File: src/rtl/ser_pkg.sv
// Shared serial-link definitions: FSM state encoding and bit-counter sizing.
// Used by the PISO transmitter and the receiver-side framing block.
package ser_pkg;

   typedef enum logic [1:0] {
      S_IDLE   = 2'd0,
      S_SHIFT  = 2'd1,
      S_PARITY = 2'd2
   } ser_state_e;

   // Width of a counter that must hold the values 0..width.
   function automatic int cnt_w(input int width);
      return $clog2(width + 1);
   endfunction

endpackage

File: src/rtl/piso_shift_core.sv
// Loadable WIDTH-bit shift register for the serializer.
// dir=0 shifts toward the MSB (MSB leaves first), dir=1 shifts toward the LSB.
// tap is the bit that will sit at the line end once the next shift happens.
module piso_shift_core #(
   parameter int WIDTH = 4
) (
   input  logic             clk,
   input  logic             reset_n,
   input  logic             load,
   input  logic             shift,
   input  logic             dir,
   input  logic [WIDTH-1:0] d,
   output logic             tap
);

   logic [WIDTH-1:0] sreg;

   // Load has priority over shift; zeros fill the vacated end.
   always_ff @(posedge clk or negedge reset_n) begin
      if (!reset_n) begin
         sreg <= '0;
      end else if (load) begin
         sreg <= d;
      end else if (shift) begin
         if (dir) begin
            sreg <= {1'b0, sreg[WIDTH-1:1]};
         end else begin
            sreg <= {sreg[WIDTH-2:0], 1'b0};
         end
      end
   end

   assign tap = dir ? sreg[1] : sreg[WIDTH-2];

endmodule

File: src/rtl/piso_serializer.sv
// Parallel-in/serial-out transmitter with valid/ready word intake and a bit-rate tick.
// Optional even-parity bit appended after the data when SER_PARITY_EN is defined.
// Back-to-back frames are accepted on the tick that retires the final frame bit.
module piso_serializer
   import ser_pkg::*;
#(
   parameter int WIDTH     = 4,
   parameter bit LSB_FIRST = 1'b0
) (
   input  logic             clk,
   input  logic             reset_n,
   input  logic [WIDTH-1:0] din,
   input  logic             din_valid,
   output logic             din_ready,
   input  logic             bit_en,
   output logic             sout,
   output logic             sout_valid,
   output logic             frame_start,
   output logic             busy
);

   localparam int            CW       = cnt_w(WIDTH);
   localparam logic [CW-1:0] LAST_CNT = CW'(WIDTH - 1);

   ser_state_e    state, state_nxt;
   logic [CW-1:0] count, count_nxt;
   logic          sout_nxt, sout_valid_nxt, frame_start_nxt;
   logic          ready, frame_end, load, shift;
   logic          shift_tap, first_bit;

   assign first_bit = LSB_FIRST ? din[0] : din[WIDTH-1];

   piso_shift_core #(
      .WIDTH (WIDTH)
   ) u_core (
      .clk     (clk),
      .reset_n (reset_n),
      .load    (load),
      .shift   (shift),
      .dir     (LSB_FIRST),
      .d       (din),
      .tap     (shift_tap)
   );

`ifdef SER_PARITY_EN
   logic parity;

   // Even parity of the accepted word, captured alongside the load.
   always_ff @(posedge clk or negedge reset_n) begin
      if (!reset_n) begin
         parity <= 1'b0;
      end else if (load) begin
         parity <= ^din;
      end
   end
`endif

   // State register.
   always_ff @(posedge clk or negedge reset_n) begin
      if (!reset_n) begin
         state <= S_IDLE;
      end else begin
         state <= state_nxt;
      end
   end

   // Next state, handshake and next line values; intake overrides the end-of-frame path.
   always_comb begin
      state_nxt       = state;
      count_nxt       = count;
      sout_nxt        = sout;
      sout_valid_nxt  = sout_valid;
      frame_start_nxt = frame_start;
      ready           = 1'b0;
      frame_end       = 1'b0;
      load            = 1'b0;
      shift           = 1'b0;

      case (state)
         S_IDLE: begin
            ready = 1'b1;
         end
         S_SHIFT: begin
            if (bit_en) begin
               frame_start_nxt = 1'b0;
               shift           = 1'b1;
               if (count != LAST_CNT) begin
                  count_nxt = count + CW'(1);
                  sout_nxt  = shift_tap;
               end else begin
`ifdef SER_PARITY_EN
                  state_nxt = S_PARITY;
                  sout_nxt  = parity;
`else
                  ready     = 1'b1;
                  frame_end = 1'b1;
`endif
               end
            end
         end
`ifdef SER_PARITY_EN
         S_PARITY: begin
            if (bit_en) begin
               ready     = 1'b1;
               frame_end = 1'b1;
            end
         end
`endif
         default: begin
            state_nxt = S_IDLE;
         end
      endcase

      if (ready && din_valid) begin
         load            = 1'b1;
         state_nxt       = S_SHIFT;
         count_nxt       = '0;
         sout_nxt        = first_bit;
         sout_valid_nxt  = 1'b1;
         frame_start_nxt = 1'b1;
      end else if (frame_end) begin
         state_nxt       = S_IDLE;
         count_nxt       = '0;
         sout_nxt        = 1'b0;
         sout_valid_nxt  = 1'b0;
         frame_start_nxt = 1'b0;
      end
   end

   // Bit counter and registered line outputs.
   always_ff @(posedge clk or negedge reset_n) begin
      if (!reset_n) begin
         count       <= '0;
         sout        <= 1'b0;
         sout_valid  <= 1'b0;
         frame_start <= 1'b0;
      end else begin
         count       <= count_nxt;
         sout        <= sout_nxt;
         sout_valid  <= sout_valid_nxt;
         frame_start <= frame_start_nxt;
      end
   end

   // Ready is held low while reset is asserted so every output reads 0 in reset.
   assign din_ready = ready & reset_n;
   assign busy      = (state != S_IDLE);

endmodule
File: config.mk
export PLATFORM = sky130hd
export DESIGN_NAME = piso_serializer
export DESIGN_NICKNAME = d
export VERILOG_FILES = /design/src/rtl/ser_pkg.sv /design/src/rtl/piso_shift_core.sv /design/src/rtl/piso_serializer.sv
export SDC_FILE = /design/constraint.sdc
export NUM_CORES = 1
export LEC_CHECK = 0
export CAP_MARGIN = 40
export CORE_UTILIZATION = 30
export DETAILED_ROUTE_END_ITERATION = 6
export SYNTH_ARGS = -nofsm -noshare
export SYNTH_HDL_FRONTEND = slang
export SYNTH_SLANG_ARGS = --single-unit
File: constraint.sdc
create_clock -name clk -period 1.4 [get_ports clk]
set_input_delay 0.42 -clock clk [delete_from_list [all_inputs] [get_ports clk]]
set_output_delay 0.42 -clock clk [all_outputs]
set_load 0.02 [all_outputs]
Yosys cells after proc, flatten, opt, wreduce, memory -nomap -nowiden
Cells that the tools add are included.
Widths: inputs -> output; s select.
- logic and storage cells: 50
- output and inout bits: 5
- flip-flop bits (word level): 11
- reductions and logical operators: 11
- mux-type cells: 28
- add/subtract/negate cells: 1
- bitwise operators: 1
- eq/ne operators: 3
- operators with widths (cell ; number):
    $mux 3 ; 7
    $mux 1 ; 17
    $reduce_bool 3->1 ; 3
    $mux 2 ; 3
    $reduce_bool 2->1 ; 3
    $add 3x1->3 const B ; 1
    $ne 3x1->1 const B ; 1
    $ne 3x2->1 const B ; 1
    $reduce_and 3->1 ; 1
    $eq 2x1->1 const B ; 1
    $logic_not 2->1 ; 1
    $pmux 1 s2 ; 1
    $reduce_and 2->1 ; 1
    $reduce_or 2->1 ; 1
    $and 1x1->1 ; 1
    $logic_and 1x1->1 ; 1

Logic depth before layout (Yosys ltp)
- depth after elaboration: 7
- gate-level depth with buffers: 5

Hierarchy
A second synthesis with hierarchy kept.
- cell total of the unflattened synthesis: 57
- area total of the unflattened synthesis: 593.1 µm²
- by module, submodules not included (module ; seq. area each (µm²) ; area each (µm²) ; instances ; cells each):
    piso_serializer ; 150.1 ; 359.1 ; 1 ; 34
    piso_shift_core ; 100.1 ; 234.0 ; 1 ; 23

Worst setup path before layout
OpenSTA, ideal clock, no wires.
- path kind: register to output
- start: register count[0]
- end: output port din_ready
- path slack: -0.161 ns
- stages on the path, launching flop included: 6
- data arrival time: 1.141 ns
- required time: 0.980 ns
- buffers on the path: 0
- cell sequence: dfrtp_1 -> ha_1 -> ha_1 -> nand2_1 -> nand2_1 -> and2_1
- cells in the longest elaborated chain, start to end: 5
- RTL lines (element ; line ; source):
    from (decl) ; piso_serializer.sv:26 ; logic [CW-1:0] count, count_nxt;
    from (signal assigned) ; piso_serializer.sv:138 ; count <= count_nxt;
    $ne 3x2->1 ; piso_serializer.sv:87 ; if (count != LAST_CNT) begin
    $mux 1 ; piso_serializer.sv:87 ;
    $mux 1 ; piso_serializer.sv:84 ; if (bit_en) begin
    $pmux 1 s2 ; piso_serializer.sv:79 ; case (state)
    $and 1x1->1 ; piso_serializer.sv:146 ; assign din_ready = ready & reset_n;
    to (decl) ; piso_serializer.sv:14 ; output logic din_ready,
No other way between the ends.

Worst setup path in the final report
Ends and elaborated chain as after synthesis.

==> flow_metrics.env <==
export IMPL_antenna_found_initial=0
export IMPL_failed_checks="setup timing"
export IMPL_slew_headroom=0.817
export IMPL_design_area_um2=927
export IMPL_ios=13
export IMPL_place_hpwl_um=899
export IMPL_grt_max_degree=12
export IMPL_start_util=0.339
export IMPL_grt_pass1_wl_um=2160
export IMPL_finalWirelength_um=1400
export IMPL_peakVddDrop_v=0.00106
export IMPL_fp_dieH_um=44.2
export IMPL_cts_sinks=9
export IMPL_final_nets=100
export IMPL_status="complete, but fails checks"
export IMPL_required_ns=0.98
export IMPL_dr_pass1_iters=4
export IMPL_gp_congestion=0.744
export IMPL_end_kind="output pin"
export IMPL_final_util=0.588
export IMPL_layoutNonFillerInstCount=105
export IMPL_reg2reg_to="count[1]$_DFFE_PN0P_"
export IMPL_place_area_um2=763
export IMPL_grt_util_all_layers=0.154
export IMPL_ff2ff_setup_slack_ns=-0.11
export IMPL_drv_cap=0
export IMPL_clk_path_buf_depth=2
export IMPL_final_common_cell="buf_4"
export IMPL_overflow=0
export IMPL_power_density_mw_per_mm2=1700
export IMPL_tns_ns=-0.629
export IMPL_drc=0
export IMPL_rows=14
export IMPL_io_buffer_count=12
export IMPL_fmax_mhz=562
export IMPL_num_vias=520
export IMPL_seq_area_frac_synth=0.422
export IMPL_fillCellCount=150
export IMPL_critical_path_arrival_ns=1.36
export IMPL_synth_ff_type="dfrtp_1"
export IMPL_pre_cts_ws_ns=-0.770
export IMPL_tritoncts="done"
export IMPL_synth_nets=65
export IMPL_cp_max_fo=2
export IMPL_die_area_mm2=0.00195
export IMPL_grt_pass1_vias=499
export IMPL_fin_worst_skew_ns=0.00216
export IMPL_synth_seq_cells=9
export IMPL_whs_ns=0.493
export IMPL_area_delta_synth_final_pct=73.5
export IMPL_holdCritPathClass="in -> async"
export IMPL_async_flop_share=1.00
export IMPL_via_per_inst=4.95
export IMPL_coreArea_mm2=0.00158
export IMPL_wl_per_cell_um=13.3
export IMPL_ant_nets=0
export IMPL_rr_worst_depth=7
export IMPL_finalSetupViolCount=6
export IMPL_layout_common_cells="buf_4, dfrtp_1, clkdlybuf4s50_1, buf_6, nand2_1"
export IMPL_ctsHoldBuffers=0
export IMPL_criticalPathCategory="reg -> out"
export IMPL_leakagePower_nw=0.462
export IMPL_dieWidth_um=44.2
export IMPL_place_inst=92
export IMPL_clock_latency_ns=0.27
export IMPL_worst_slack_ns=-0.380
export IMPL_power_total_mw=1.58
export IMPL_synth_warnings=0
export IMPL_period_needed_ns=1.78
export IMPL_cts_clk_slew_worst_paths_ns=0.07
export IMPL_syn_avg_cell_area_um2=9.71
export IMPL_slew_violations=0
export IMPL_drive_above_1_share=0.506
export IMPL_worst_pin_slew_ns=0.273
export IMPL_timing_final_crit_share=1.27
export IMPL_netlist_instances=55
export IMPL_n_antenna_cell=0
export IMPL_htreeDepth=1
export IMPL_worst_setup_path_start_kind="register"
export IMPL_root_buffer="clkbuf_4"
export IMPL_cts_buffers=3
export IMPL_rsz0062_at_grt="yes"
export IMPL_reg2reg_from="count[0]$_DFFE_PN0P_"
export IMPL_mappedNetlistArea_um2=534
export IMPL_ys_types=22
export IMPL_drt_iter0_drc=7
export IMPL_finalHoldViolCount=0
export IMPL_synth_edf_count=0
-- synthesized netlist by cell type (2+ instances only) --
cell | n | area share
dfrtp_1 | 9 | 0.42
nand2_1 | 8 | 0.056
o22ai_1 | 5 | 0.059
inv_1 | 4 | 0.028
nand2b_1 | 4 | 0.047
a22o_1 | 3 | 0.049
mux2i_1 | 3 | 0.056
a211oi_1 | 2 | 0.028
buf_4 | 2 | 0.028
ha_1 | 2 | 0.047
nor2_1 | 2 | 0.014
-- final cells by class --
class / instances / area, um^2 / share of cell area
Clock inverter: 1 / 5.00 / 0.00540
Sequential cell: 9 / 225 / 0.243
Inverter: 4 / 15.0 / 0.0162
Multi-Input combinational cell: 38 / 342 / 0.368
Timing Repair Buffer: 34 / 298 / 0.321
Tap cell: 16 / 20.0 / 0.0216
Clock buffer: 3 / 22.5 / 0.0243
-- registers in the layout (all words and copies together) (netlist names) --
name,flops
sout_valid,1
frame_start,1
u_core.sreg,3
sout,1
count,3
-- critical path, stage by stage, from the launching register on --
cell,delay [ns]
dfrtp_1,0.41
ha_4,0.18
ha_4,0.15
nand2_2,0.05
nand2_2,0.05
and2_4,0.13
buf_6,0.12
-- cell families (layout without fill, tap and decap cells) --
family,after synthesis,after routing,synth area share
simple gates,17,17,0.155
compound gates,15,15,0.213
flops,9,9,0.422
buf+inv,8,42,0.0866
mux,4,4,0.0773
fa+ha+maj,2,2,0.0468
-- where the power goes --
group / total (mW) / switching, mW / internal [mW]
sequential: 0.421 / 0.0655 / 0.356
clock: 0.216 / 0.111 / 0.106
combinational: 0.938 / 0.384 / 0.554
total: 1.58 / 0.560 / 1.02
-- timing repair --
item / in CTS / in global routing
setup endpoints to repair: 8 / 12
pin swaps: 5 / 10
gates resized for setup: 18 / 20
buffers inserted: 4 / 5
-- per-layer routing --
layer  track usage  up-vias  share of wire
met5             0        -              0
met4        0.0364        0              0
met3        0.0653        0          0.049
met2         0.229       11           0.46
met1         0.209      242           0.49
li1              -      267              -
-- worst max path at each step --
stage | endpoint | startpoint | slack (ns) | cells after the start
5_1_grt | din_ready | count[1]$_DFFE_PN0P_ | -0.42 | 6
2_1_floorplan | din_ready | count[1]$_DFFE_PN0P_ | -0.02 | 5
6_report | din_ready | count[0]$_DFFE_PN0P_ | -0.38 | 6
3_5_place_dp | din_ready | bit_en | -0.77 | 5
3_3_place_gp | din_ready | bit_en | -0.76 | 5
4_1_cts | din_ready | count[0]$_DFFE_PN0P_ | -0.41 | 6
No activity file was read; power rests on OpenSTA's default activity.
